## config.mk

```make
export PLATFORM = sky130hd
export DESIGN_NAME = fifo_prog_flat
export DESIGN_NICKNAME = d
export VERILOG_FILES = /design/src/rtl/fifo_prog_if.sv /design/src/rtl/fifo_prog.sv /design/src/flat_wrapper.sv
export SDC_FILE = /design/constraint.sdc
export NUM_CORES = 1
export LEC_CHECK = 0
export CAP_MARGIN = 20
export CELL_PAD_IN_SITES_DETAIL_PLACEMENT = 2
export CELL_PAD_IN_SITES_GLOBAL_PLACEMENT = 2
export CORE_MARGIN = 4
export CORE_UTILIZATION = 30
export DETAILED_ROUTE_END_ITERATION = 16
export PLACE_DENSITY = 0.61
export SETUP_SLACK_MARGIN = 0.1
export SLEW_MARGIN = 30
export SYNTH_ARGS = -nofsm -noshare
export SYNTH_HDL_FRONTEND = slang
export SYNTH_SLANG_ARGS = --single-unit
```

## constraint.sdc

```tcl
create_clock -name clk -period 4.9 [get_ports clk]
set_input_delay 0.49 -clock clk [delete_from_list [all_inputs] [get_ports clk]]
set_output_delay 0.49 -clock clk [all_outputs]
set_load 0.01 [all_outputs]
```

## src/rtl/fifo_prog_if.sv

```systemverilog
// fifo_prog_if: producer/consumer bundle for the fifo_prog synchronous FIFO.
// Handshake: a write is taken on a rising edge when Enable & write_enable &
// !FIFO_full; a read is taken when Enable & read_enable & !FIFO_empty. Requests
// made while full/empty are dropped and raise the sticky overflow/underflow
// flags. FIFO_data_valid marks the cycle(s) in which FIFO_data_out carries a
// freshly read word.
interface fifo_prog_if #(
  parameter int DATA_WIDTH = 8,
  parameter int ADDR_WIDTH = 3
);
  logic                  Enable;
  logic                  write_enable;
  logic                  read_enable;
  logic [DATA_WIDTH-1:0] FIFO_data_in;
  logic [ADDR_WIDTH:0]   umbral_ae;
  logic [ADDR_WIDTH:0]   umbral_af;
  logic [DATA_WIDTH-1:0] FIFO_data_out;
  logic                  FIFO_data_valid;
  logic [ADDR_WIDTH:0]   FIFO_count;
  logic                  FIFO_empty;
  logic                  FIFO_full;
  logic                  FIFO_almost_empty;
  logic                  FIFO_almost_full;
  logic                  FIFO_overflow;
  logic                  FIFO_underflow;

  modport master (
    output Enable, write_enable, read_enable, FIFO_data_in, umbral_ae, umbral_af,
    input  FIFO_data_out, FIFO_data_valid, FIFO_count, FIFO_empty, FIFO_full,
           FIFO_almost_empty, FIFO_almost_full, FIFO_overflow, FIFO_underflow
  );

  modport slave (
    input  Enable, write_enable, read_enable, FIFO_data_in, umbral_ae, umbral_af,
    output FIFO_data_out, FIFO_data_valid, FIFO_count, FIFO_empty, FIFO_full,
           FIFO_almost_empty, FIFO_almost_full, FIFO_overflow, FIFO_underflow
  );
endinterface

```

## src/rtl/fifo_prog.sv

```systemverilog
// fifo_prog: parametrised synchronous FIFO with live almost-empty/almost-full
// thresholds, occupancy count, read-data valid strobe and sticky error flags.
// Optional feature macro: FIFO_FWFT_EN selects first-word-fall-through output;
// when undefined, read data is registered and appears after the read edge.
module fifo_prog #(
  parameter int DATA_WIDTH = 8,
  parameter int ADDR_WIDTH = 3
) (
  input logic        clk,
  input logic        Reset,
  fifo_prog_if.slave bus
);
  localparam int DEPTH = 1 << ADDR_WIDTH;
  localparam logic [ADDR_WIDTH:0]   DEPTH_C = DEPTH[ADDR_WIDTH:0];
  localparam logic [ADDR_WIDTH-1:0] PTR_ONE = 1;
  localparam logic [ADDR_WIDTH:0]   CNT_ONE = 1;

  logic [DATA_WIDTH-1:0] mem_q [DEPTH];
  logic [ADDR_WIDTH-1:0] wr_ptr_q, wr_ptr_d;
  logic [ADDR_WIDTH-1:0] rd_ptr_q, rd_ptr_d;
  logic [ADDR_WIDTH:0]   count_q, count_d;
  logic                  ovf_q, ovf_d;
  logic                  unf_q, unf_d;
  logic                  empty, full;
  logic                  wr_acc, rd_acc;

  // Occupancy flags always come from the count registered before the edge.
  assign empty  = (count_q == '0);
  assign full   = (count_q == DEPTH_C);
  assign wr_acc = bus.Enable & bus.write_enable & ~full;
  assign rd_acc = bus.Enable & bus.read_enable & ~empty;

  // Next-state for pointers, count and sticky error flags.
  always_comb begin
    wr_ptr_d = wr_ptr_q;
    rd_ptr_d = rd_ptr_q;
    count_d  = count_q;
    ovf_d    = ovf_q;
    unf_d    = unf_q;
    if (wr_acc) wr_ptr_d = wr_ptr_q + PTR_ONE;
    if (rd_acc) rd_ptr_d = rd_ptr_q + PTR_ONE;
    if (wr_acc && !rd_acc) count_d = count_q + CNT_ONE;
    if (rd_acc && !wr_acc) count_d = count_q - CNT_ONE;
    if (bus.Enable && bus.write_enable && full)  ovf_d = 1'b1;
    if (bus.Enable && bus.read_enable  && empty) unf_d = 1'b1;
  end

  // Control state: reset wins; Enable low freezes everything (wr_acc/rd_acc
  // are already gated by Enable, so the _d values equal the _q values).
  always_ff @(posedge clk) begin
    if (Reset) begin
      wr_ptr_q <= '0;
      rd_ptr_q <= '0;
      count_q  <= '0;
      ovf_q    <= 1'b0;
      unf_q    <= 1'b0;
    end else begin
      wr_ptr_q <= wr_ptr_d;
      rd_ptr_q <= rd_ptr_d;
      count_q  <= count_d;
      ovf_q    <= ovf_d;
      unf_q    <= unf_d;
    end
  end

  // Storage array; deliberately not cleared by reset.
  always_ff @(posedge clk) begin
    if (!Reset && wr_acc) mem_q[wr_ptr_q] <= bus.FIFO_data_in;
  end

`ifdef FIFO_FWFT_EN
  // Head word is always presented; zero when nothing is stored.
  assign bus.FIFO_data_out   = empty ? '0 : mem_q[rd_ptr_q];
  assign bus.FIFO_data_valid = ~empty;
`else
  logic [DATA_WIDTH-1:0] data_out_q, data_out_d;
  logic                  valid_q, valid_d;

  // Registered read port: data holds between reads, valid pulses per read.
  always_comb begin
    data_out_d = data_out_q;
    valid_d    = rd_acc;
    if (rd_acc) data_out_d = mem_q[rd_ptr_q];
  end

  // Output registers; valid drops on any edge without an accepted read.
  always_ff @(posedge clk) begin
    if (Reset) begin
      data_out_q <= '0;
      valid_q    <= 1'b0;
    end else begin
      data_out_q <= data_out_d;
      valid_q    <= valid_d;
    end
  end

  assign bus.FIFO_data_out   = data_out_q;
  assign bus.FIFO_data_valid = valid_q;
`endif

  assign bus.FIFO_count        = count_q;
  assign bus.FIFO_empty        = empty;
  assign bus.FIFO_full         = full;
  assign bus.FIFO_almost_empty = (count_q <= bus.umbral_ae);
  assign bus.FIFO_almost_full  = (count_q >= bus.umbral_af);
  assign bus.FIFO_overflow     = ovf_q;
  assign bus.FIFO_underflow    = unf_q;
endmodule
```

## src/flat_wrapper.sv

```systemverilog
// flat-port wrapper written by rule: the top's interface ports become plain ports
module fifo_prog_flat 
#(
  parameter int DATA_WIDTH = 8,
  parameter int ADDR_WIDTH = 3
)
  (clk, Reset, bus_Enable, bus_write_enable, bus_read_enable, bus_FIFO_data_in, bus_umbral_ae, bus_umbral_af, bus_FIFO_data_out, bus_FIFO_data_valid, bus_FIFO_count, bus_FIFO_empty, bus_FIFO_full, bus_FIFO_almost_empty, bus_FIFO_almost_full, bus_FIFO_overflow, bus_FIFO_underflow);
  fifo_prog_if #(.DATA_WIDTH(DATA_WIDTH), .ADDR_WIDTH(ADDR_WIDTH)) bus_i ();
  input logic clk;
  input logic Reset;
  input wire logic [$bits(bus_i.Enable)-1:0] bus_Enable;
  input wire logic [$bits(bus_i.write_enable)-1:0] bus_write_enable;
  input wire logic [$bits(bus_i.read_enable)-1:0] bus_read_enable;
  input wire logic [$bits(bus_i.FIFO_data_in)-1:0] bus_FIFO_data_in;
  input wire logic [$bits(bus_i.umbral_ae)-1:0] bus_umbral_ae;
  input wire logic [$bits(bus_i.umbral_af)-1:0] bus_umbral_af;
  output wire logic [$bits(bus_i.FIFO_data_out)-1:0] bus_FIFO_data_out;
  output wire logic [$bits(bus_i.FIFO_data_valid)-1:0] bus_FIFO_data_valid;
  output wire logic [$bits(bus_i.FIFO_count)-1:0] bus_FIFO_count;
  output wire logic [$bits(bus_i.FIFO_empty)-1:0] bus_FIFO_empty;
  output wire logic [$bits(bus_i.FIFO_full)-1:0] bus_FIFO_full;
  output wire logic [$bits(bus_i.FIFO_almost_empty)-1:0] bus_FIFO_almost_empty;
  output wire logic [$bits(bus_i.FIFO_almost_full)-1:0] bus_FIFO_almost_full;
  output wire logic [$bits(bus_i.FIFO_overflow)-1:0] bus_FIFO_overflow;
  output wire logic [$bits(bus_i.FIFO_underflow)-1:0] bus_FIFO_underflow;
  assign bus_i.Enable = bus_Enable;
  assign bus_i.write_enable = bus_write_enable;
  assign bus_i.read_enable = bus_read_enable;
  assign bus_i.FIFO_data_in = bus_FIFO_data_in;
  assign bus_i.umbral_ae = bus_umbral_ae;
  assign bus_i.umbral_af = bus_umbral_af;
  assign bus_FIFO_data_out = bus_i.FIFO_data_out;
  assign bus_FIFO_data_valid = bus_i.FIFO_data_valid;
  assign bus_FIFO_count = bus_i.FIFO_count;
  assign bus_FIFO_empty = bus_i.FIFO_empty;
  assign bus_FIFO_full = bus_i.FIFO_full;
  assign bus_FIFO_almost_empty = bus_i.FIFO_almost_empty;
  assign bus_FIFO_almost_full = bus_i.FIFO_almost_full;
  assign bus_FIFO_overflow = bus_i.FIFO_overflow;
  assign bus_FIFO_underflow = bus_i.FIFO_underflow;
  fifo_prog #(.DATA_WIDTH(DATA_WIDTH), .ADDR_WIDTH(ADDR_WIDTH)) u_core (.clk(clk), .Reset(Reset), .bus(bus_i));
endmodule
```

==> impl_table.tex, run 1 <==
\begin{tabular}{lr}
\hline
Metric & Value \\
\hline
\multicolumn{2}{l}{\textbf{Synth}} \\
Cell type contributing the most total cell area after synthesis & edfxtp\_1 \\
Share of flip-flops with an asynchronous set or reset & 0\% \\
Part of the Yosys area used for sequential elements & 65.1\% \\
Synth Register Bits & 85 \\
Warning count from the yosys run & 0 \\
Post-synthesis cell area & between 0.003 and 0.004 mm\^{}2 \\
Count of unique library cells instantiated by Yosys & 42 \\
Number of enable flip-flop cells after synthesis & 64 \\
Leading post-synthesis cells by cell area & edfxtp\_1 (53\%), dfxtp\_1 (12\%), mux4\_2 (10\%) \\
Proportion of netlist area held by the largest area contributor & 53.4\% \\
Post-synth net total & 260 \\
Mean post-synth cell area & around 16 um\^{}2 \\
Main flop type after synthesis & edfxtp\_1 \\
Synth Instances & 226 \\
\multicolumn{2}{l}{\textbf{Clocking}} \\
Post-CTS Hold Fix Bufs & 0 \\
CTS buffer count & 9 \\
Clk pin slew, worst setup/hold paths & 60 ps \\
Buffer depth of the longest clock path & 2 \\
Setup repair bufs after CTS & 0 \\
Cts repair resizes & 0 \\
Root buffer cell & clkbuf\_16 \\
H-tree depth reported by CTS & 3 \\
Clock latency on the worst-skew pair & 340 ps \\
Clock tree from TritonCTS & done \\
\# clock sinks & 85 \\
\multicolumn{2}{l}{\textbf{STA}} \\
RSZ-0062 raised after global routing & false \\
Share of the clock period used by the worst path after layout & 59.8\% \\
Slew Limit Fails & 0 \\
Setup TNS & 0 ps \\
Min Tclk post-route & 2930 ps \\
Final hold violations & 0 \\
Total of endpoints with negative setup slack in the final report & 0 \\
Final clock skew & 6.56 ps \\
Worst Tran Pin Value & 942 ps \\
Maximum frequency from static timing analysis & 341 MHz \\
Headroom to the max-slew limit & 37.0\% \\
\multicolumn{2}{l}{\textbf{Drt}} \\
Number of vias per cell & 4.89 \\
DRC errors left & 0 \\
Antenna-violating nets left & 0 \\
Iteration-0 DRC Markers & 87 \\
Number of iterations in the first detailed-routing pass & 4 \\
Routed length per placed instance & 19.9 um \\
Vias & 2055 \\
Drt total wl & 8.37 mm \\
\multicolumn{2}{l}{\textbf{Pwr}} \\
Pwr per Cell Area & 384 mW/mm\^{}2 \\
Highest ir drop seen on vdd & approximately 0.18 mV \\
Static leakage & 1.53 nW \\
Total power after layout & 0.00171 W \\
\multicolumn{2}{l}{\textbf{Job}} \\
Max capacitance violation total & 0 \\
\multicolumn{2}{l}{\textbf{Outcome}} \\
Result of the run & complete, no violations \\
\multicolumn{2}{l}{\textbf{Floorplan}} \\
Number of primary I/O pins & 40 \\
Width of the die & about 120 um \\
Area of the die & $\sim$0.014 mm\^{}2 \\
Vertical die dimension & 118 um \\
Number of cell rows & 39 \\
Core area & 0.0116 mm\^{}2 \\
Starting density of the core & between 30\% and 40\% \\
\multicolumn{2}{l}{\textbf{Global routing}} \\
Largest net degree at the start of global routing & 27 \\
Total routing resource utilization after global routing & 13.0\% \\
Global-route wire length before repair & 13.4 mm \\
Vias in the first global route & 2284 \\
Total overflow reported by the global router & 0 \\
Antenna violations before repair & 0 \\
\multicolumn{2}{l}{\textbf{Critical path}} \\
CP cell instances & ha\_1, nor2b\_1, o21a\_1, o21a\_1, o21ai\_0, clkdlybuf4s50\_1 \\
Worst-path maximum fanout & 10 \\
Crit path arrival time & between 2000 and 2500 ps \\
Cell type of the slowest stage on the worst timing path & dfxtp\_1 \\
Crit Path Class & reg -> out \\
Critical path startpoint category & flop \\
Max stage delay on crit path & 620 ps \\
Kind of end point of the critical path & output pin \\
Cell repeated most along the worst path & o21a\_1 \\
CP required & 4410 ps \\
\multicolumn{2}{l}{\textbf{Cells and area}} \\
Most frequent cells in the layout & edfxtp\_1 (64), clkdlybuf4s50\_1 (39), dfxtp\_1 (21) \\
Count of non-filler cells in the finished layout & 420 \\
Post-Route Utilization & 38.5\% \\
Inserted Diodes & 0 \\
Fraction of final layout cells with drive strength greater than 1 & a little over a fifth \\
Post-route standard cell area excluding fillers & 0.00445 mm\^{}2 \\
Most common cell after layout, fill and taps aside & edfxtp\_1 \\
Layout Area Growth over Synthesis & 23.7\% \\
Number of nets in the layout & between 300 and 400 \\
\multicolumn{2}{l}{\textbf{Placement}} \\
Placed Cells incl. Taps & 404 \\
Standard cell area after detailed placement & between 0.004 and 0.005 mm\^{}2 \\
Final estimated routing congestion in global placement & 0.685 \\
Count of buffers from port buffering & 39 \\
Half-perimeter wire length of the detailed placement result & approximately 5.6 mm \\
\multicolumn{2}{l}{\textbf{Worst hold path}} \\
Hold crit path type & reg -> reg \\
\hline
\end{tabular}
-- area by class of cell --
| class | count | area (um^2) |
|---|---|---|
| clock buffers | 11 | 233 |
| inverters | 10 | 37.5 |
| repair buffers | 43 | 420 |
| well taps | 143 | 179 |
| fillers | 1166 | 7120 |
| clock inverters | 5 | 60.1 |
| multi-input cells | 123 | 1180 |
| flip-flops and latches | 85 | 2340 |
-- Yosys cell counts (2+ instances only) --
| cell type | number |
|---|---|
| xnor2_1 | 2 |
| nand3_2 | 2 |
| dfxtp_1 | 21 |
| xor2_1 | 4 |
| or3_1 | 3 |
| nor3_1 | 2 |
| buf_6 | 2 |
| a21oi_1 | 5 |
| nor2_1 | 16 |
| a21o_1 | 3 |
| nor2_2 | 8 |
| ha_1 | 13 |
| nand2_1 | 2 |
| mux2i_1 | 3 |
| inv_1 | 10 |
| o21a_1 | 2 |
| mux4_2 | 16 |
| o22ai_1 | 8 |
| o21ai_0 | 3 |
| edfxtp_1 | 64 |
| clkbuf_1 | 3 |
| nor3_2 | 8 |
| nor2b_1 | 6 |
| a31oi_1 | 2 |
-- where the power goes --
part | leakage [nW] | switching, W | internal [W] | total, W
Sequential | 0.747 | 0.0000230 | 0.000793 | 0.000816
Combinational | 0.641 | 0.000103 | 0.000115 | 0.000218
Clock | 0.140 | 0.000277 | 0.000397 | 0.000674
-- path summary, 6_finish.rpt --
check	slack, ps	cells after the start	endpoint	startpoint
setup / recovery	1970	6	bus_FIFO_almost_empty	u_core.bus.FIFO_count[1]$_SDFFE_PP0P_
hold / removal	480	2	u_core.bus.FIFO_underflow$_SDFFE_PP0P_	u_core.bus.FIFO_underflow$_SDFFE_PP0P_
setup reg to reg	2160	6	u_core.bus.FIFO_count[3]$_SDFFE_PP0P_	u_core.bus.FIFO_count[1]$_SDFFE_PP0P_
hold reg to reg	480	2	u_core.bus.FIFO_underflow$_SDFFE_PP0P_	u_core.bus.FIFO_underflow$_SDFFE_PP0P_
-- worst max-delay path: cells and delay by family (launching register included) --
kind	cells	cell delay [ps]
and+or+nand+nor	1	140
DFF	1	620
adders and majority gates	1	330
AOI/OAI and AO/OA	3	460
buffers and inverters	1	560
-- flip-flops by register name, summed over array words and instances (netlist names) --
| register | cells |
|---|---|
| u_core.bus.FIFO_overflow | 1 |
| u_core.bus.FIFO_count | 4 |
| u_core.mem_q | 64 |
| u_core.bus.FIFO_underflow | 1 |
| u_core.bus.FIFO_data_out | 8 |
| u_core.wr_ptr_q | 3 |
| u_core.bus.FIFO_data_valid | 1 |
| u_core.rd_ptr_q | 3 |
-- metrics by stage --
stage          worst slack (ps)  hold slack (ps)
4_1_cts                    1920              491
3_3_place_gp               1860              463
2_1_floorplan              2300              505
3_5_place_dp               1810              464
6_report                   1970              478
5_1_grt                    1840              514
-- cells by family after synthesis --
| family | after synthesis | share of synthesized area [%] |
|---|---|---|
| xor gates and xnor gates | 6 | 1.46 |
| DFF | 85 | 65.1 |
| muxes | 20 | 11.2 |
| AOI/OAI and AO/OA | 24 | 4.14 |
| and+or+nand+nor | 60 | 11.1 |
| adders and majority gates | 13 | 4.52 |
| buffers and inverters | 18 | 2.47 |
-- per-layer routing --
layer  up-vias  share of wire (%)  track usage (%)
li1        954                  -                -
met1      1053                 45             16.5
met2        38                 50             21.3
met3        10                3.3             3.08
met4         0                1.7             5.71
met5         -                  0                0
(Power assumes the default switching activity.)
==> run 2: changes to the inputs <==
==> constraint.sdc (replaced) <==
create_clock -name clk -period 3.02 [get_ports clk]
set_input_delay 0.302 -clock clk [delete_from_list [all_inputs] [get_ports clk]]
set_output_delay 0.302 -clock clk [all_outputs]
set_load 0.01 [all_outputs]
==> run 2 against run 1 <==
- combinational power is 67% higher
- hold slack worse by 7.9 ps
- critical path type unchanged
- largest power group unchanged
- setup slack worse by 1600 ps
- core utilization is 0.50 points higher
- first-iteration DRC count rose by 62%
- design area up 1.3%
- count of clock-buffer cells in the layout down 2
- critical endpoint is now bus_FIFO_almost_full
- power grew 64%
- cell count rose by 1.9%
- critical path depth up 1
- sequential power increased by 62%
- clock power grew 66%
==> impl_table.tex, run 2 (synthesized netlist as in run 1, its figures left out) <==
\begin{tabular}{lr}
\hline
Metric & Value \\
\hline
\multicolumn{2}{l}{\textbf{Outcome}} \\
Result of the run & complete, no violations \\
\multicolumn{2}{l}{\textbf{STA}} \\
Final clock skew & 8.34 ps \\
Maximum frequency from static timing analysis & 373 MHz \\
Slew Limit Fails & 0 \\
RSZ-0062 raised after global routing & false \\
Setup TNS & 0 ps \\
Worst Tran Pin Value & about 830 ps \\
Share of the clock period used by the worst path after layout & approximately nine tenths \\
Worst Hold Slack & 471 ps \\
Total of endpoints with negative setup slack in the final report & 0 \\
Headroom to the max-slew limit & 44.7\% \\
Final hold violations & 0 \\
Min Tclk post-route & 2680 ps \\
\multicolumn{2}{l}{\textbf{Floorplan}} \\
Starting density of the core & 31.1\% \\
Number of cell rows & 39 \\
Area of the die & between 0.01 and 0.015 mm\^{}2 \\
Width of the die & 118 um \\
Core area & 0.0116 mm\^{}2 \\
Number of primary I/O pins & 40 \\
Vertical die dimension & 118 um \\
\multicolumn{2}{l}{\textbf{Placement}} \\
Half-perimeter wire length of the detailed placement result & 5.81 mm \\
Placed Cells incl. Taps & 412 \\
Count of buffers from port buffering & 39 \\
Final estimated routing congestion in global placement & 0.731 \\
\multicolumn{2}{l}{\textbf{Pwr}} \\
Highest ir drop seen on vdd & 0.302 mV \\
Sw frac & 24.2\% \\
Fraction of power consumed by combinational cells & 13.0\% \\
Pwr per Cell Area & 622 mW/mm\^{}2 \\
Cell Int Power & roughly 0.0021 W \\
Switching component of the power & 0.000679 W \\
Clk network pwr share & 39.8\% \\
Power share of the sequential group & 47.1\% \\
Static leakage & 1.57 nW \\
Total power after layout & about 0.0028 W \\
\multicolumn{2}{l}{\textbf{Clocking}} \\
Cts repair resizes & 0 \\
\# clock sinks & 85 \\
Post-CTS Hold Fix Bufs & 0 \\
Clock latency on the worst-skew pair & 340 ps \\
Setup repair bufs after CTS & 0 \\
Clock tree from TritonCTS & done \\
H-tree depth reported by CTS & 3 \\
CTS buffer count & 9 \\
Root buffer cell & clkbuf\_16 \\
Buffer depth of the longest clock path & 2 \\
Clk pin slew, worst setup/hold paths & 60 ps \\
\multicolumn{2}{l}{\textbf{Global routing}} \\
Vias in the first global route & 2334 \\
Total routing resource utilization after global routing & 13.4\% \\
Global-route wire length before repair & 14.0 mm \\
Largest net degree at the start of global routing & 23 \\
Total overflow reported by the global router & 0 \\
Antenna violations before repair & 0 \\
\multicolumn{2}{l}{\textbf{Cells and area}} \\
Inserted Diodes & 0 \\
Largest register FFs & 64 \\
Register with the highest flop count & u\_core.mem\_q \\
Most frequent cells in the layout & edfxtp\_1 (64), clkdlybuf4s50\_1 (39), dfxtp\_1 (20) \\
Number of nets in the layout & 314 \\
Layout Area Growth over Synthesis & 25.3\% \\
Count of non-filler cells in the finished layout & roughly 430 \\
Most common cell after layout, fill and taps aside & edfxtp\_1 \\
Fraction of final layout cells with drive strength greater than 1 & 23.2\% \\
\multicolumn{2}{l}{\textbf{Critical path}} \\
Startpoint of the most critical setup path & u\_core.bus.FIFO\_count[0]\$\_SDFFE\_PP0P\_ \\
Crit Path Class & reg -> out \\
Kind of end point of the critical path & output pin \\
Worst r2r src & u\_core.bus.FIFO\_count[0]\$\_SDFFE\_PP0P\_ \\
Critical path startpoint category & flop \\
CP required & 2720 ps \\
Worst-path maximum fanout & 8 \\
Crit path arrival time & 2380 ps \\
\multicolumn{2}{l}{\textbf{Drt}} \\
DRC errors left & 0 \\
Number of iterations in the first detailed-routing pass & 4 \\
Drt total wl & 8.90 mm \\
Number of vias per cell & 4.91 \\
Vias & 2101 \\
Antenna-violating nets left & 0 \\
Iteration-0 DRC Markers & 141 \\
Routed length per placed instance & 20.8 um \\
\multicolumn{2}{l}{\textbf{Worst hold path}} \\
Hold\_sp & u\_core.bus.FIFO\_overflow\$\_SDFFE\_PP0P\_ \\
Hold crit path type & reg -> reg \\
\multicolumn{2}{l}{\textbf{Job}} \\
Max capacitance violation total & 0 \\
\hline
\end{tabular}
-- run 2: cell types whose count changed in the layout (fill, tap and decap cells not counted) --
cell | before | now
dfxtp_1 | 21 | 20
dfxtp_2 | 0 | 1
nor3_1 | 0 | 2
inv_8 | 0 | 1
buf_4 | 4 | 12
nor3_2 | 10 | 8
clkinv_1 | 0 | 2
clkinv_2 | 1 | 0
clkbuf_1 | 2 | 0
-- run 2: final timing paths --
check | endpoint | slack [ps] | depth (start not counted)
worst min-delay path | u_core.bus.FIFO_overflow$_SDFFE_PP0P_ | 470 | 2
worst min register to register | u_core.bus.FIFO_overflow$_SDFFE_PP0P_ | 470 | 2
worst max-delay path | bus_FIFO_almost_full | 340 | 7
worst max register to register | u_core.bus.FIFO_count[3]$_SDFFE_PP0P_ | 420 | 6
-- run 2: power by group through the flow --
stage          sequential, W  combinational [W]  clock (W)
5_1_grt              0.00133           0.000407    0.00120
4_1_cts              0.00132           0.000376    0.00115
6_report             0.00132           0.000365    0.00112
2_1_floorplan        0.00135           0.000209          0
3_5_place_dp         0.00135           0.000373          0
3_3_place_gp         0.00135           0.000363          0
-- run 2: per-stage QoR --
step	utilization (%)	area, um^2	setup WS [ps]
2_1_floorplan	-	3600	418
3_3_place_gp	36.4	4210	357
3_5_place_dp	36.4	4210	259
4_1_cts	38.9	4500	193
5_1_grt	39.0	4510	170
6_report	39.0	4510	340
-- run 2: critical path, stage by stage, from the launching register on --
cell	delay (ps)
dfxtp_1	520
inv_1	120
ha_1	300
nand2b_1	140
a21o_1	170
a21o_1	170
a21o_1	170
clkdlybuf4s50_1	470
-- run 2: area by class of cell --
type                    count  area (um^2)
multi-input cells         123         1170
repair buffers             51          480
inverters                  10         37.5
flip-flops and latches     85         2340
well taps                 143          179
clock buffers               9          225
fillers                  1152         7060
clock inverters             7         73.8
-- run 2: layer usage --
layer / GRT usage [%] / wire length, um / up-vias
met4: 4.40 / 107 / 0
li1: - / - / 982
met2: 21.9 / 4380 / 35
met5: 0 / 0 / -
met1: 17.7 / 4180 / 1077
met3: 3.27 / 233 / 7
